--- config.mk ---
export PLATFORM = sky130hd
export DESIGN_NAME = pipe_stage_reg
export DESIGN_NICKNAME = d
export VERILOG_FILES = /design/src/rtl/pipe_stage_reg_pkg.sv /design/src/rtl/pipe_sat_counter.sv /design/src/rtl/pipe_stage_reg.sv
export SDC_FILE = /design/constraint.sdc
export NUM_CORES = 1
export LEC_CHECK = 0
export ABC_AREA = 1
export BUFFER_PORTS_ARGS = -buffer_cell sky130_fd_sc_hd__buf_2
export CELL_PAD_IN_SITES_DETAIL_PLACEMENT = 1
export CELL_PAD_IN_SITES_GLOBAL_PLACEMENT = 1
export CORE_ASPECT_RATIO = 0.5
export CORE_MARGIN = 2
export CORE_UTILIZATION = 31
export DETAILED_ROUTE_END_ITERATION = 7
export PLACE_DENSITY_LB_ADDON = 0.25
export SYNTH_ARGS = -nofsm -noshare
export SYNTH_HDL_FRONTEND = slang
export SYNTH_SLANG_ARGS = --single-unit
--- constraint.sdc ---
create_clock -name clk -period 2 [get_ports clk]
set_input_delay 0.5 -clock clk [delete_from_list [all_inputs] [get_ports clk]]
set_output_delay 0.5 -clock clk [all_outputs]
set_load 0.005 [all_outputs]
--- src/rtl/pipe_stage_reg_pkg.sv ---
// -----------------------------------------------------------------------------
// pipe_stage_reg_pkg
// Shared constants and types for the MIPS inter-stage pipeline registers.
//   - Default reset and exception-handler PCs.
//   - ExcCode width and the ExcCode values the pipeline raises.
//   - The per-edge action a stage register takes, plus a priority decoder
//     that turns the hazard-unit controls into that action.
// -----------------------------------------------------------------------------
package pipe_stage_reg_pkg;

   localparam logic [31:0] PC_RESET_ADDR = 32'h0000_3000;
   localparam logic [31:0] HANDLER_ADDR  = 32'h0000_4180;

   localparam int EXC_CODE_W = 5;

   localparam logic [EXC_CODE_W-1:0] EXC_NONE = 5'd0;
   localparam logic [EXC_CODE_W-1:0] EXC_ADEL = 5'd4;
   localparam logic [EXC_CODE_W-1:0] EXC_ADES = 5'd5;
   localparam logic [EXC_CODE_W-1:0] EXC_SYS  = 5'd8;
   localparam logic [EXC_CODE_W-1:0] EXC_RI   = 5'd10;
   localparam logic [EXC_CODE_W-1:0] EXC_OV   = 5'd12;

   // What the register does on a (non-reset) rising edge.
   typedef enum logic [2:0] {
      ACT_LOAD       = 3'd0,  // capture upstream slot
      ACT_HOLD       = 3'd1,  // stall: keep everything
      ACT_FLUSH      = 3'd2,  // bubble, take upstream PC/BD
      ACT_FLUSH_HOLD = 3'd3,  // bubble, keep own PC/BD
      ACT_REDIRECT   = 3'd4   // bubble at the handler PC
   } stage_act_e;

   // Redirect beats flush, flush beats stall, stall beats load.
   function automatic stage_act_e decode_action(input logic req,
                                                input logic flush,
                                                input logic stall);
      stage_act_e act;
      if (req)                 act = ACT_REDIRECT;
      else if (flush && stall) act = ACT_FLUSH_HOLD;
      else if (flush)          act = ACT_FLUSH;
      else if (stall)          act = ACT_HOLD;
      else                     act = ACT_LOAD;
      return act;
   endfunction

endpackage

--- src/rtl/pipe_sat_counter.sv ---
// -----------------------------------------------------------------------------
// pipe_sat_counter
// Saturating up-counter used for pipeline statistics. Sticks at all-ones,
// never wraps; cleared only by reset.
// Ports:
//   clk    in  1      clock, rising edge
//   reset  in  1      synchronous, active-high clear
//   inc    in  1      count this edge
//   cnt    out WIDTH  current count
// -----------------------------------------------------------------------------
module pipe_sat_counter #(
   parameter int WIDTH = 32
) (
   input  logic             clk,
   input  logic             reset,
   input  logic             inc,
   output logic [WIDTH-1:0] cnt
);

   logic [WIDTH-1:0] cnt_q;
   logic [WIDTH-1:0] cnt_d;

   always_comb begin
      cnt_d = cnt_q;
      if (inc && (cnt_q != '1)) cnt_d = cnt_q + 1'b1;
   end

   always_ff @(posedge clk) begin
      if (reset) cnt_q <= '0;
      else       cnt_q <= cnt_d;
   end

   assign cnt = cnt_q;

endmodule

--- src/rtl/pipe_stage_reg.sv ---
// -----------------------------------------------------------------------------
// pipe_stage_reg
// Inter-stage pipeline register (F/D, D/E, E/M, M/W). Carries PC, instruction,
// valid, branch-delay flag, ExcCode and a generic payload. The hazard unit
// drives stall/flush; req redirects to the exception handler.
// Edge priority: reset > req > flush > stall > load. All outputs registered.
//
// Optional feature macro: PIPE_STATS_EN
//   defined   -> stat_stall / stat_bubble saturating counters and STAT_W exist
//   undefined -> those ports, counters and STAT_W are absent
//
// Ports:
//   clk, reset         clock / synchronous active-high reset
//   stall, flush, req  hold / bubble keeping PC / bubble at HANDLER_PC
//   in_valid, in_pc, in_instr, in_bd, in_exc, in_exc_local, in_data
//                      upstream slot (in_exc_local = this stage's exception)
//   out_valid, out_pc, out_instr, out_bd, out_exc, out_data
//                      registered slot to the downstream stage
//   stat_stall         stalled edges (stall & !req)        [PIPE_STATS_EN]
//   stat_bubble        bubbles loaded (flush | req)         [PIPE_STATS_EN]
// -----------------------------------------------------------------------------
module pipe_stage_reg
   import pipe_stage_reg_pkg::*;
#(
   parameter int          DATA_W     = 32,
   parameter int          EXC_W      = EXC_CODE_W,
   parameter logic [31:0] PC_RESET   = PC_RESET_ADDR,
   parameter logic [31:0] HANDLER_PC = HANDLER_ADDR
`ifdef PIPE_STATS_EN
   ,
   parameter int          STAT_W     = 32
`endif
) (
   input  logic              clk,
   input  logic              reset,
   input  logic              stall,
   input  logic              flush,
   input  logic              req,
   input  logic              in_valid,
   input  logic [31:0]       in_pc,
   input  logic [31:0]       in_instr,
   input  logic              in_bd,
   input  logic [EXC_W-1:0]  in_exc,
   input  logic [EXC_W-1:0]  in_exc_local,
   input  logic [DATA_W-1:0] in_data,
   output logic              out_valid,
   output logic [31:0]       out_pc,
   output logic [31:0]       out_instr,
   output logic              out_bd,
   output logic [EXC_W-1:0]  out_exc,
   output logic [DATA_W-1:0] out_data
`ifdef PIPE_STATS_EN
   ,
   output logic [STAT_W-1:0] stat_stall,
   output logic [STAT_W-1:0] stat_bubble
`endif
);

   logic              valid_q, valid_d;
   logic [31:0]       pc_q,    pc_d;
   logic [31:0]       instr_q, instr_d;
   logic              bd_q,    bd_d;
   logic [EXC_W-1:0]  exc_q,   exc_d;
   logic [DATA_W-1:0] data_q,  data_d;

   stage_act_e       act;
   logic [EXC_W-1:0] exc_merged;

   assign act = decode_action(req, flush, stall);

   // Earlier stage's exception wins; a non-valid slot never carries one.
   assign exc_merged = !in_valid            ? '0 :
                       (in_exc != '0)       ? in_exc : in_exc_local;

   always_comb begin
      // NOTE: every _d gets its hold value first, so no path can infer a latch.
      valid_d = valid_q;
      pc_d    = pc_q;
      instr_d = instr_q;
      bd_d    = bd_q;
      exc_d   = exc_q;
      data_d  = data_q;
      unique case (act)
         ACT_REDIRECT: begin
            valid_d = 1'b0;
            pc_d    = HANDLER_PC;
            instr_d = '0;
            bd_d    = 1'b0;
            exc_d   = '0;
            data_d  = '0;
         end
         // Flushed slot keeps a PC/BD so the EPC of a later exception is right.
         ACT_FLUSH: begin
            valid_d = 1'b0;
            pc_d    = in_pc;
            instr_d = '0;
            bd_d    = in_bd;
            exc_d   = '0;
            data_d  = '0;
         end
         ACT_FLUSH_HOLD: begin
            valid_d = 1'b0;
            instr_d = '0;
            exc_d   = '0;
            data_d  = '0;
         end
         ACT_HOLD: ;
         ACT_LOAD: begin
            valid_d = in_valid;
            pc_d    = in_pc;
            instr_d = in_instr;
            bd_d    = in_bd;
            exc_d   = exc_merged;
            data_d  = in_data;
         end
         default: ;
      endcase
   end

   always_ff @(posedge clk) begin
      // NOTE: the payload is reset too; downstream decodes instr=0 as a nop
      // without looking at valid, so no field may come up X.
      if (reset) begin
         valid_q <= 1'b0;
         pc_q    <= PC_RESET;
         instr_q <= '0;
         bd_q    <= 1'b0;
         exc_q   <= '0;
         data_q  <= '0;
      end else begin
         // NOTE: sequential state uses non-blocking assignments only.
         valid_q <= valid_d;
         pc_q    <= pc_d;
         instr_q <= instr_d;
         bd_q    <= bd_d;
         exc_q   <= exc_d;
         data_q  <= data_d;
      end
   end

   assign out_valid = valid_q;
   assign out_pc    = pc_q;
   assign out_instr = instr_q;
   assign out_bd    = bd_q;
   assign out_exc   = exc_q;
   assign out_data  = data_q;

`ifdef PIPE_STATS_EN
   // A redirect cancels the stall, so that edge is counted as a bubble only.
   pipe_sat_counter #(.WIDTH(STAT_W)) u_stat_stall (
      .clk   (clk),
      .reset (reset),
      .inc   (stall & ~req),
      .cnt   (stat_stall)
   );

   pipe_sat_counter #(.WIDTH(STAT_W)) u_stat_bubble (
      .clk   (clk),
      .reset (reset),
      .inc   (flush | req),
      .cnt   (stat_bubble)
   );
`endif

endmodule
After elaboration in Yosys (flattened, before gate mapping)
Index checks and enable logic that the tools add are counted.
{ "classes": {"n_addsub": 0, "mul": 0, "n_div": 0, "order_cmp": 0, "eq_ne": 3, "shift": 0, "muxes": 12, "bitwise_logic": 0, "n_reduce_logical": 7} }
{ "op_table": {"columns": ["cell", "n"], "rows": [
  ["$pmux W32 S2", 3],
  ["$mux W5", 2],
  ["$pmux W5 S2", 1],
  ["$eq A3 B2 Y1 const B", 2],
  ["$reduce_bool A5 Y1", 1],
  ["$mux W2", 2],
  ["$pmux W1 S2", 2],
  ["$reduce_bool A2 Y1", 2],
  ["$eq A3 B3 Y1 const B", 1],
  ["$logic_not A3 Y1", 1],
  ["$mux W3", 1],
  ["$reduce_or A3 Y1", 1],
  ["$reduce_or A2 Y1", 1],
  ["$logic_and A1 B1 Y1", 1],
  ["$mux W1", 1]
]} }
{ "word_totals": {"reg_bits": 103, "latchBits": 0, "ram_bits": 0, "romBits": 0, "inputBits": 113, "elab_cells": 28, "mem_count": 0} }

Depth between registers and ports, before layout
Gate-level depths: netlist of the first run.
{ "depth": {"depth_word": 7, "mapped_depth": 7, "ltp_nobuf": 6} }

Least setup slack after synthesis of the first run
Ideal clock, no wire load.
{ "synth_timing": {"kind": "input to register", "start": "input port reset", "end": "register instr_q[29] (netlist: out_instr[29])", "setup_time_ps": 132, "arrival_ps": 1155, "slack_ps": 712, "cell_stages": 4, "path_buffers": 3, "cell_sequence": "buf_2 buf_2 buf_1 a21oi_1"} }
{ "synth_lines": {"columns": ["item", "line", "text"], "rows": [
  ["start, declared", "pipe_stage_reg.sv:35", "input logic reset,"],
  ["end signal, assigned", "pipe_stage_reg.sv:134", "instr_q <= instr_d;"],
  ["end, declared", "pipe_stage_reg.sv:61", "logic [31:0] instr_q, instr_d;"]
]} }
No word-level cell between the ends.

Worst setup path in the final report of the first run
{ "layout_timing": {"start": "register pc_q[18] (netlist: out_pc[18])", "end": "output port out_pc[18]"} }
{ "layout_lines": {"columns": ["item", "line", "text"], "rows": [
  ["start, declared", "pipe_stage_reg.sv:60", "logic [31:0] pc_q, pc_d;"],
  ["start signal, assigned", "pipe_stage_reg.sv:133", "pc_q <= pc_d;"],
  ["end, declared", "pipe_stage_reg.sv:47", "output logic [31:0] out_pc,"]
]} }
No word-level cell between the ends.

==> flow_metrics.env, run 1 <==
export IMPL_outcome="finished clean"
export IMPL_syn_avg_cell_area_um2=7.71
export IMPL_first_pass_iters=4
export IMPL_clock_path_buffers=2
export IMPL_die_width_um=157
export IMPL_cts_resized=0
export IMPL_setup_violations=0
export IMPL_period_needed_ps=1300
export IMPL_hold_worst_slack_ps=381
export IMPL_critPathSlowestCell="dfxtp_1"
export IMPL_ir_worst_vdd_v=0.000383
export IMPL_htreeDepth=3
export IMPL_powerDensity_nw_per_um2=828
export IMPL_synth_cell_types=15
export IMPL_leakage_nw=2.40
export IMPL_die_h_um=80.6
export IMPL_grt_pass1_vias=3408
export IMPL_cts_hold_buf=0
export IMPL_relSlewSlack=0.729
export IMPL_seq_area_frac_synth=0.567
export IMPL_yosysMostFrequentCell="nand2_1"
export IMPL_clock_sinks=103
export IMPL_rsz0062_at_grt="false"
export IMPL_fmax_mhz=771
export IMPL_grt_use_total=0.169
export IMPL_overflow=0
export IMPL_syn_nets=584
export IMPL_cp_max_fo=2
export IMPL_slew_violations=0
export IMPL_finalHoldViolations=0
export IMPL_root_buffer="clkbuf_16"
export IMPL_drc=0
export IMPL_rows=27
export IMPL_max_stage_delay_ps=340
export IMPL_synth_edf_count=0
export IMPL_yosys_top_cells_area="dfxtp_1 57%, nand2_1 21%, a21oi_1 13%, buf_4 1.4%, clkbuf_1 1.4%"
export IMPL_synth_xor_area_share=0
export IMPL_io_buffers=215
export IMPL_clk_latency_ps=330
export IMPL_gp_congestion=0.809
export IMPL_critPathRequiredTime_ps=1500
export IMPL_dp_hpwl_mm=8.22
export IMPL_cts_tree="yes"
export IMPL_hold_start="in_pc[13]"
export IMPL_ys_seq_elements=103
export IMPL_final_util=0.462
export IMPL_yosys_warnings=0
export IMPL_via_count=3720
export IMPL_clkTransAtPathRegs_ps=70
export IMPL_whs_path_depth=3
export IMPL_period_share=0.648
export IMPL_min_to="out_pc[13]"
export IMPL_muxShareOfSynthArea=0
export IMPL_clock_skew_ps=0
export IMPL_synth_ff_type="dfxtp_1"
export IMPL_synth_common_cells="205 x nand2_1, 103 x dfxtp_1, 98 x a21oi_1"
export IMPL_wl_mm=11.3
export IMPL_core_um2=11200
export IMPL_antenna_found_initial=1
export IMPL_syn_to_final_growth_pct=42.7
export IMPL_cts_buffers=9
export IMPL_wl_per_cell_um=13.5
export IMPL_start_kind="register"
export IMPL_yosys_area_top_type="dfxtp_1"
export IMPL_worstReg2RegEnd="out_exc[0]"
export IMPL_syn_inst=471
export IMPL_fin_cells=839
export IMPL_synth_compound_area_frac=0.139
export IMPL_ant_nets=0
export IMPL_end_kind="output port"
export IMPL_crit_chain="buf_2"
export IMPL_io_pins=216
export IMPL_yosys_area_top_type_share=0.567
export IMPL_grt_max_degree=53
export IMPL_async_flop_share=0
export IMPL_cp_arrival_ps=800
export IMPL_drv_cap=0
export IMPL_die_area_um2=12700
export IMPL_cp_top_family="flip-flops"
export IMPL_synthesis_area_um2=3630
export IMPL_reg2reg_from="out_exc[0]"
export IMPL_ff2ff_setup_slack_ps=1400
export IMPL_viasPerCell=4.43
export IMPL_setup_worst_path_class="reg2out"
export IMPL_dp_cells=824
export IMPL_drtIter0Drc=146
export IMPL_synth_top_family_by_area="simple AND/OR/NAND/NOR gates"
export IMPL_tightest_slew_ps=405
export IMPL_fin_setup_tns_ps=0
export IMPL_cts_setup_buffers=0
export IMPL_r2r_cells=2
export IMPL_drive_gt1_frac=0.358
export IMPL_synth_fa_ha_area_frac=0
export IMPL_start_util=0.324
export IMPL_yosys_area_share_simple=0.239
export IMPL_grt_pass1_wl_mm=17.0
export IMPL_hold_path_class="in2reg"
export IMPL_path_buf_inv=1
export IMPL_final_net_count=789
worst register-to-register path, stage by stage, from the launching register on:
cell and delay (ps):
dfxtp_1 330, nand2_1 50, a21oi_1 150
how the worst max path moves through the flow:
stage / startpoint / to / slack [ps] / cells after the start
floorplan: reset / out_instr[29] / 710 / 4
global placement: req / out_exc[0] / 460 / 7
detailed placement: req / out_data[20] / 420 / 7
CTS: out_data[15] / out_data[15] / 670 / 1
global route: req / out_exc[0] / 590 / 6
finish: out_pc[18] / out_pc[18] / 700 / 1
layer usage:
| layer | track usage | share of wire | vias up |
|---|---|---|---|
| met5 | 0 | 0 | - |
| met4 | 0.0518 | 0.015 | 0 |
| met3 | 0.0567 | 0.065 | 14 |
| met2 | 0.287 | 0.47 | 101 |
| met1 | 0.205 | 0.45 | 1704 |
| li1 | - | - | 1901 |
per-stage QoR:
stage / total power (W) / setup WS (ps) / instance area, um2
floorplan: 0.00232 / 712 / 3630
global placement: 0.00253 / 458 / 4880
detailed placement: 0.00254 / 417 / 4880
CTS: 0.00437 / 675 / 5180
global route: 0.00449 / 593 / 5180
finish: 0.00429 / 703 / 5180
cell families (layout without fill, tap and decap cells):
kind of cell	Yosys count	in the layout
and+or+nand+nor	224	224
DFF	103	103
other	0	1
buffers and inverters	43	251
AOI/OAI and AO/OA	101	101
sequential cells by signal (all words and copies together) (netlist names):
name and flops:
out_valid 1, out_data 32, out_pc 32, out_instr 32, out_bd 1, out_exc 5
cell usage in the layout (no fill, tap or decap):
cell,count
nand2_1,205
clkbuf_16,9
clkbuf_1,1
buf_12,4
inv_2,3
nand4_1,5
a21oi_1,98
diode_2,1
buf_2,214
o21ai_0,3
clkinv_2,1
nor2_2,2
dfxtp_1,103
nor2_4,1
inv_1,10
bufinv_16,2
buf_4,6
nand3_1,2
clkinvlp_4,1
nor2_1,9
final cells by class:
class	count	area, um2
timing repair buffer	224	1200
multi-input combinational	325	1370
clock inverter	4	72.6
fill	1484	6030
antenna	1	2.50
tap	159	199
clock buffer	10	229
inverter	13	48.8
sequential	103	2060
where the power goes:
part	leakage, nW	switching (W)	internal (W)	total [W]
Sequential	0.837	0.0000234	0.00210	0.00213
Combinational	1.42	0.000194	0.000166	0.000360
Clock	0.144	0.000727	0.00108	0.00181
Note: power is estimated with default switching activity, not from simulation.
==> run 2, diff against run 1 <==
--- a/config.mk
+++ b/config.mk
@@ -5,7 +5,7 @@
 export SDC_FILE = /design/constraint.sdc
 export NUM_CORES = 1
 export LEC_CHECK = 0
-export ABC_AREA = 1
+export ABC_AREA = 0
 export BUFFER_PORTS_ARGS = -buffer_cell sky130_fd_sc_hd__buf_2
 export CELL_PAD_IN_SITES_DETAIL_PLACEMENT = 1
 export CELL_PAD_IN_SITES_GLOBAL_PLACEMENT = 1
==> constraint.sdc (replaced) <==
create_clock -name clk -period 1.2 [get_ports clk]
set_input_delay 0.3 -clock clk [delete_from_list [all_inputs] [get_ports clk]]
set_output_delay 0.3 -clock clk [all_outputs]
set_load 0.005 [all_outputs]
==> run 2 against run 1 <==
  * Clock skew is the same
  * Final area grew 2.1%
  * Clock-buffer cell count is the same
  * Synthesized area grew 3.0%
  * Total power grew 68%
  * Register-to-register slack lost 1000 ps
  * Core utilization shrank 1.4 points
  * Global-route usage shrank 0.63 points
  * Cell count shrank 12%
  * Critical path type unchanged
  * Largest cell class unchanged
  * Largest power group unchanged
==> flow_metrics.env, run 2 <==
export IMPL_die_width_um=159
export IMPL_r2r_cells=2
export IMPL_yosys_area_top_type_share=0.551
export IMPL_final_cell_mix="215 x buf_2, 102 x dfxtp_1, 95 x nor2_1, 64 x a22oi_1, 30 x mux2i_1"
export IMPL_hold_worst_slack_ps=185
export IMPL_clkTransAtPathRegs_ps=70
export IMPL_final_common_cell="buf_2"
export IMPL_hold_path_class="in2reg"
export IMPL_overflow=0
export IMPL_yosys_warnings=0
export IMPL_grt_max_degree=76
export IMPL_yosysMostFrequentCell="dfxtp_1"
export IMPL_ant_nets=0
export IMPL_grt_use_total=0.163
export IMPL_cts_setup_buffers=0
export IMPL_dp_hpwl_mm=7.91
export IMPL_rows=28
export IMPL_critPathRequiredTime_ps=900
export IMPL_start_util=0.317
export IMPL_viasPerCell=4.60
export IMPL_drtIter0Drc=192
export IMPL_worstReg2RegEnd="out_exc[2]"
export IMPL_via_count=3404
export IMPL_syn_avg_cell_area_um2=10.4
export IMPL_wl_per_cell_um=14.7
export IMPL_max_stage_delay_ps=360
export IMPL_ir_worst_vdd_v=0.000609
export IMPL_crit_chain="buf_2"
export IMPL_seq_power_share=0.491
export IMPL_drc=0
export IMPL_tightest_slew_ps=347
export IMPL_syn_to_final_growth_pct=41.5
export IMPL_cp_arrival_ps=840
export IMPL_cp_max_fo=3
export IMPL_path_buf_inv=1
export IMPL_relSlewSlack=0.769
export IMPL_finalHoldViolations=0
export IMPL_cts_buffers=9
export IMPL_reg2reg_from="out_exc[2]"
export IMPL_sw_frac_of_total=0.231
export IMPL_synth_cell_types=25
export IMPL_p_int_w=0.00554
export IMPL_clk_latency_ps=340
export IMPL_async_flop_share=0
export IMPL_setup_worst_path_class="reg2out"
export IMPL_start_kind="register"
export IMPL_core_um2=11800
export IMPL_period_needed_ps=1140
export IMPL_ff2ff_setup_slack_ps=390
export IMPL_synth_edf_count=0
export IMPL_powerDensity_nw_per_um2=1360
export IMPL_ys_seq_elements=103
export IMPL_p_sw_w=0.00167
export IMPL_fmax_mhz=877
export IMPL_antenna_found_initial=0
export IMPL_drv_cap=0
export IMPL_syn_inst=360
export IMPL_critPathSlowestCell="dfxtp_1"
export IMPL_gp_congestion=0.735
export IMPL_clock_sinks=103
export IMPL_io_buffers=215
export IMPL_combPwrFrac=0.096
export IMPL_wl_mm=10.9
export IMPL_grt_pass1_wl_mm=16.8
export IMPL_min_to="out_pc[27]"
export IMPL_synth_ff_type="dfxtp_1"
export IMPL_root_buffer="clkbuf_16"
export IMPL_slew_violations=0
export IMPL_io_pins=216
export IMPL_first_pass_iters=4
export IMPL_end_kind="output port"
export IMPL_final_util=0.448
export IMPL_synth_common_cells="103 x dfxtp_1, 95 x nor2_1, 64 x a22oi_1"
export IMPL_die_h_um=81.7
export IMPL_drive_gt1_frac=0.449
export IMPL_num_antenna_cells=0
export IMPL_total_power_w=0.00721
export IMPL_htreeDepth=3
export IMPL_clock_path_buffers=2
export IMPL_setup_violations=0
export IMPL_clock_skew_ps=0
export IMPL_cp_top_family="flip-flops"
export IMPL_seq_area_frac_synth=0.551
export IMPL_period_share=0.950
export IMPL_synthesis_area_um2=3740
export IMPL_whs_path_depth=3
export IMPL_yosys_top_cells_area="dfxtp_1 55%, a22oi_1 13%, nor2_1 9.5%, mux2i_1 8.0%, clkbuf_8 2.2%"
export IMPL_rsz0062_at_grt="false"
export IMPL_yosys_area_top_type="dfxtp_1"
export IMPL_syn_nets=473
export IMPL_final_net_count=683
export IMPL_hold_start="in_pc[27]"
export IMPL_clockPowerShare=0.413
export IMPL_cts_tree="yes"
export IMPL_grt_pass1_vias=3376
export IMPL_leakage_nw=2.54
export IMPL_die_area_um2=13000
export IMPL_outcome="finished clean"
-- run 2: changes by cell type after synthesis, sizes merged, moves of 13 or more --
cell   change
a22oi     +64
a21oi     -93
nor2      +83
nand2    -197
inv       -13
mux2i     +30
-- run 2: per-stage QoR --
step / cells / setup WS [ps] / setup TNS [ps] / area (um2)
floorplan: 360 / 9.61 / 0 / 3740
global placement: 724 / -103 / -6620 / 4990
detailed placement: 724 / -146 / -8830 / 4990
CTS: 740 / 11.7 / 0 / 5290
global route: 740 / 7.76 / 0 / 5300
finish: 740 / 59.7 / 0 / 5300
-- run 2: power by group through the flow --
stage	clock, W	sequential, W	combinational (W)
CTS	0.00311	0.00354	0.000702
floorplan	0	0.00363	0.000328
global placement	0	0.00362	0.000688
global route	0.00326	0.00355	0.000763
finish	0.00298	0.00354	0.000690
detailed placement	0	0.00362	0.000698
-- run 2: final cells by class --
| class | count | area [um2] |
|---|---|---|
| Clock inverter | 6 | 67.6 |
| Fill cell | 1413 | 6510 |
| Multi-Input combinational cell | 226 | 1430 |
| Sequential cell | 103 | 2060 |
| Tap cell | 165 | 206 |
| Clock buffer | 10 | 239 |
| Timing Repair Buffer | 230 | 1290 |
-- run 2: worst max-delay path by stage --
stage	startpoint	to	cells past startpoint
finish	out_exc[2]	out_exc[2]	1
global route	out_exc[2]	out_exc[2]	1
CTS	out_exc[0]	out_exc[0]	1
detailed placement	flush	out_data[4]	5
global placement	flush	out_data[8]	5
floorplan	req	out_exc[1]	5
-- run 2: repair_timing --
| item | CTS | global route |
|---|---|---|
| resized for setup | 0 | 1 |
| hold buffers | 0 | 0 |
| endpoints found under the setup margin | 0 | 1 |
-- run 2: metal layers --
layer,up-vias,global-route usage,part of all wire
met1,1611,0.181,0.41
met4,0,0.0618,0.022
met2,96,0.306,0.52
li1,1678,-,-
met5,-,0,0
met3,19,0.0465,0.047
-- run 2: logic make-up after synthesis --
family                 after synthesis  synth area share
and+or+nand+nor                    116             0.133
DFF                                103             0.551
muxes                               30            0.0802
AOI/OAI and AO/OA                   80             0.169
buffers and inverters               31            0.0669
==> run 3, diff against run 2 <==
--- a/config.mk
+++ b/config.mk
@@ -11,7 +11,8 @@
 export CELL_PAD_IN_SITES_GLOBAL_PLACEMENT = 1
 export CORE_ASPECT_RATIO = 0.5
 export CORE_MARGIN = 2
-export CORE_UTILIZATION = 31
+export CORE_UTILIZATION = 32
+export CTS_BUF_LIST = sky130_fd_sc_hd__clkbuf_4
 export DETAILED_ROUTE_END_ITERATION = 7
 export PLACE_DENSITY_LB_ADDON = 0.25
 export SYNTH_ARGS = -nofsm -noshare
==> run 3 against run 2 <==
  * Cell count up 1.4%
  * Highest routed layer unchanged
  * Sequential share of layout area down 0.60 points
  * Final area up 7.8%
  * Non-clock buffer count up 16
  * The run now ends with setup timing left
  * Fmax down 6.2%
  * Total power down 16%
  * First-iteration DRC count down 17%
==> flow_metrics.env, run 3 (synthesis gave the netlist of run 2 again) <==
export IMPL_num_antenna_cells=0
export IMPL_critPathCapture="out_exc[3]"
export IMPL_dp_hpwl_mm=7.92
export IMPL_final_cell_mix="157 x buf_2, 103 x dfxtp_2, 95 x nor2_1, 64 x a22oi_1, 58 x buf_6"
export IMPL_hold_worst_slack_ps=85.2
export IMPL_slew_violations=0
export IMPL_clkTransAtPathRegs_ps=150
export IMPL_cts_hold_buf=0
export IMPL_end_kind="output port"
export IMPL_period_share=1.01
export IMPL_drive_gt1_frac=0.631
export IMPL_grt_pass1_vias=3583
export IMPL_cp_top_family="flip-flops"
export IMPL_grt_pass1_wl_mm=17.1
export IMPL_start_kind="register"
export IMPL_drc=0
export IMPL_cp_arrival_ps=920
export IMPL_ant_nets=0
export IMPL_rsz0062_at_grt="true"
export IMPL_cp_max_fo=3
export IMPL_wl_per_cell_um=15.0
export IMPL_rows=27
export IMPL_overflow=0
export IMPL_final_net_count=699
export IMPL_wl_mm=11.3
export IMPL_clock_path_buffers=2
export IMPL_setup_worst_path_class="reg2out"
export IMPL_tightest_slew_ps=390
export IMPL_ff2ff_setup_slack_ps=230
export IMPL_root_buffer="clkbuf_4"
export IMPL_relSlewSlack=0.740
export IMPL_drtIter0Drc=160
export IMPL_cp_startpoint="out_exc[3]"
export IMPL_reg2reg_from="out_pc[7]"
export IMPL_fmax_mhz=823
export IMPL_max_stage_delay_ps=380
export IMPL_io_buffers=215
export IMPL_setup_violations=42
export IMPL_hold_path_class="in2reg"
export IMPL_fin_setup_tns_ps=-157
export IMPL_die_h_um=80.5
export IMPL_critPathSlowestCell="dfxtp_2"
export IMPL_start_util=0.335
export IMPL_grt_max_degree=48
export IMPL_io_pins=216
export IMPL_worstReg2RegEnd="out_pc[7]"
export IMPL_via_count=3528
export IMPL_failed_checks="setup timing"
export IMPL_cp_depth=1
export IMPL_dp_cells=718
export IMPL_core_um2=11200
export IMPL_clock_sinks=103
export IMPL_gp_congestion=0.780
export IMPL_preCtsSetupSlack_ps=-160
export IMPL_ir_worst_vdd_v=0.000420
export IMPL_grt_use_total=0.172
export IMPL_crit_chain="buf_6"
export IMPL_critPathRequiredTime_ps=900
export IMPL_final_common_cell="buf_2"
export IMPL_period_needed_ps=1220
export IMPL_path_buf_inv=1
export IMPL_fin_cells=750
export IMPL_drv_cap=0
export IMPL_first_pass_iters=4
export IMPL_viasPerCell=4.70
export IMPL_antenna_found_initial=0
export IMPL_powerDensity_nw_per_um2=1070
export IMPL_outcome="finished, violations left"
export IMPL_clk_latency_ps=430
export IMPL_die_width_um=157
export IMPL_clock_skew_ps=0
export IMPL_leakage_nw=2.64
export IMPL_finalHoldViolations=0
export IMPL_cts_tree="yes"
export IMPL_num_fill_cells=1289
export IMPL_syn_to_final_growth_pct=52.6
export IMPL_setup_slack_ps=-15.4
export IMPL_die_area_um2=12600
export IMPL_htreeDepth=3
export IMPL_r2r_cells=4
export IMPL_cts_buffers=9
[run 3: cell count changes in the layout (fill, tap and decap cells not counted), sizes merged]
cell	delta
inv	-2
buf	+16
clkbuf	+1
clkinvlp	-1
clkinv	+2
[run 3: worst min-delay path by stage]
stage / start / to / cells past startpoint
6_report: in_pc[2] / out_pc[2] / 3
5_1_grt: in_data[4] / out_data[4] / 3
4_1_cts: in_pc[11] / out_pc[11] / 3
3_5_place_dp: out_valid / out_valid / 2
3_3_place_gp: out_valid / out_valid / 2
2_1_floorplan: in_bd / out_bd / 2
[run 3: timing repair]
action | CTS | global route
resized for setup | 135 | 26
endpoints found under the hold margin | 0 | 0
buffers inserted | 11 | 5
setup endpoints to repair | 103 | 103
[run 3: tightest hold or removal path: cells and delay by family]
kind                   cells  cell delay (ps)
muxes                      1               50
buffers and inverters      1               70
and+or+nand+nor            1               80
[run 3: cell type report]
class	instances	area, um2	area share
well taps	159	199	0.0348
clock buffers	11	82.6	0.0145
flip-flops and latches	103	2190	0.384
multi-input cells	226	1430	0.250
clock inverters	5	48.8	0.00855
repair buffers	246	1760	0.308
[run 3: metrics by stage]
step | util | total power, W | cell area [um2]
after global routing | 0.511 | 0.00642 | 5710
after detailed placement | 0.444 | 0.00431 | 4970
after global placement | 0.444 | 0.00430 | 4970
after floorplan | - | 0.00396 | 3740
final | 0.511 | 0.00609 | 5710
after CTS | 0.493 | 0.00617 | 5510
[run 3: power breakdown]
part           switching, W  total [W]  internal, W
Clock               0.00109    0.00175     0.000665
Sequential        0.0000529    0.00357      0.00352
Combinational      0.000339   0.000764     0.000426
[run 3: metal layers]
| layer | part of all wire | vias to the layer above | global-route usage |
|---|---|---|---|
| met4 | 0.024 | 0 | 0.0633 |
| met5 | 0 | - | 0 |
| met2 | 0.51 | 113 | 0.309 |
| met3 | 0.064 | 23 | 0.0523 |
| met1 | 0.40 | 1680 | 0.195 |
| li1 | - | 1712 | - |
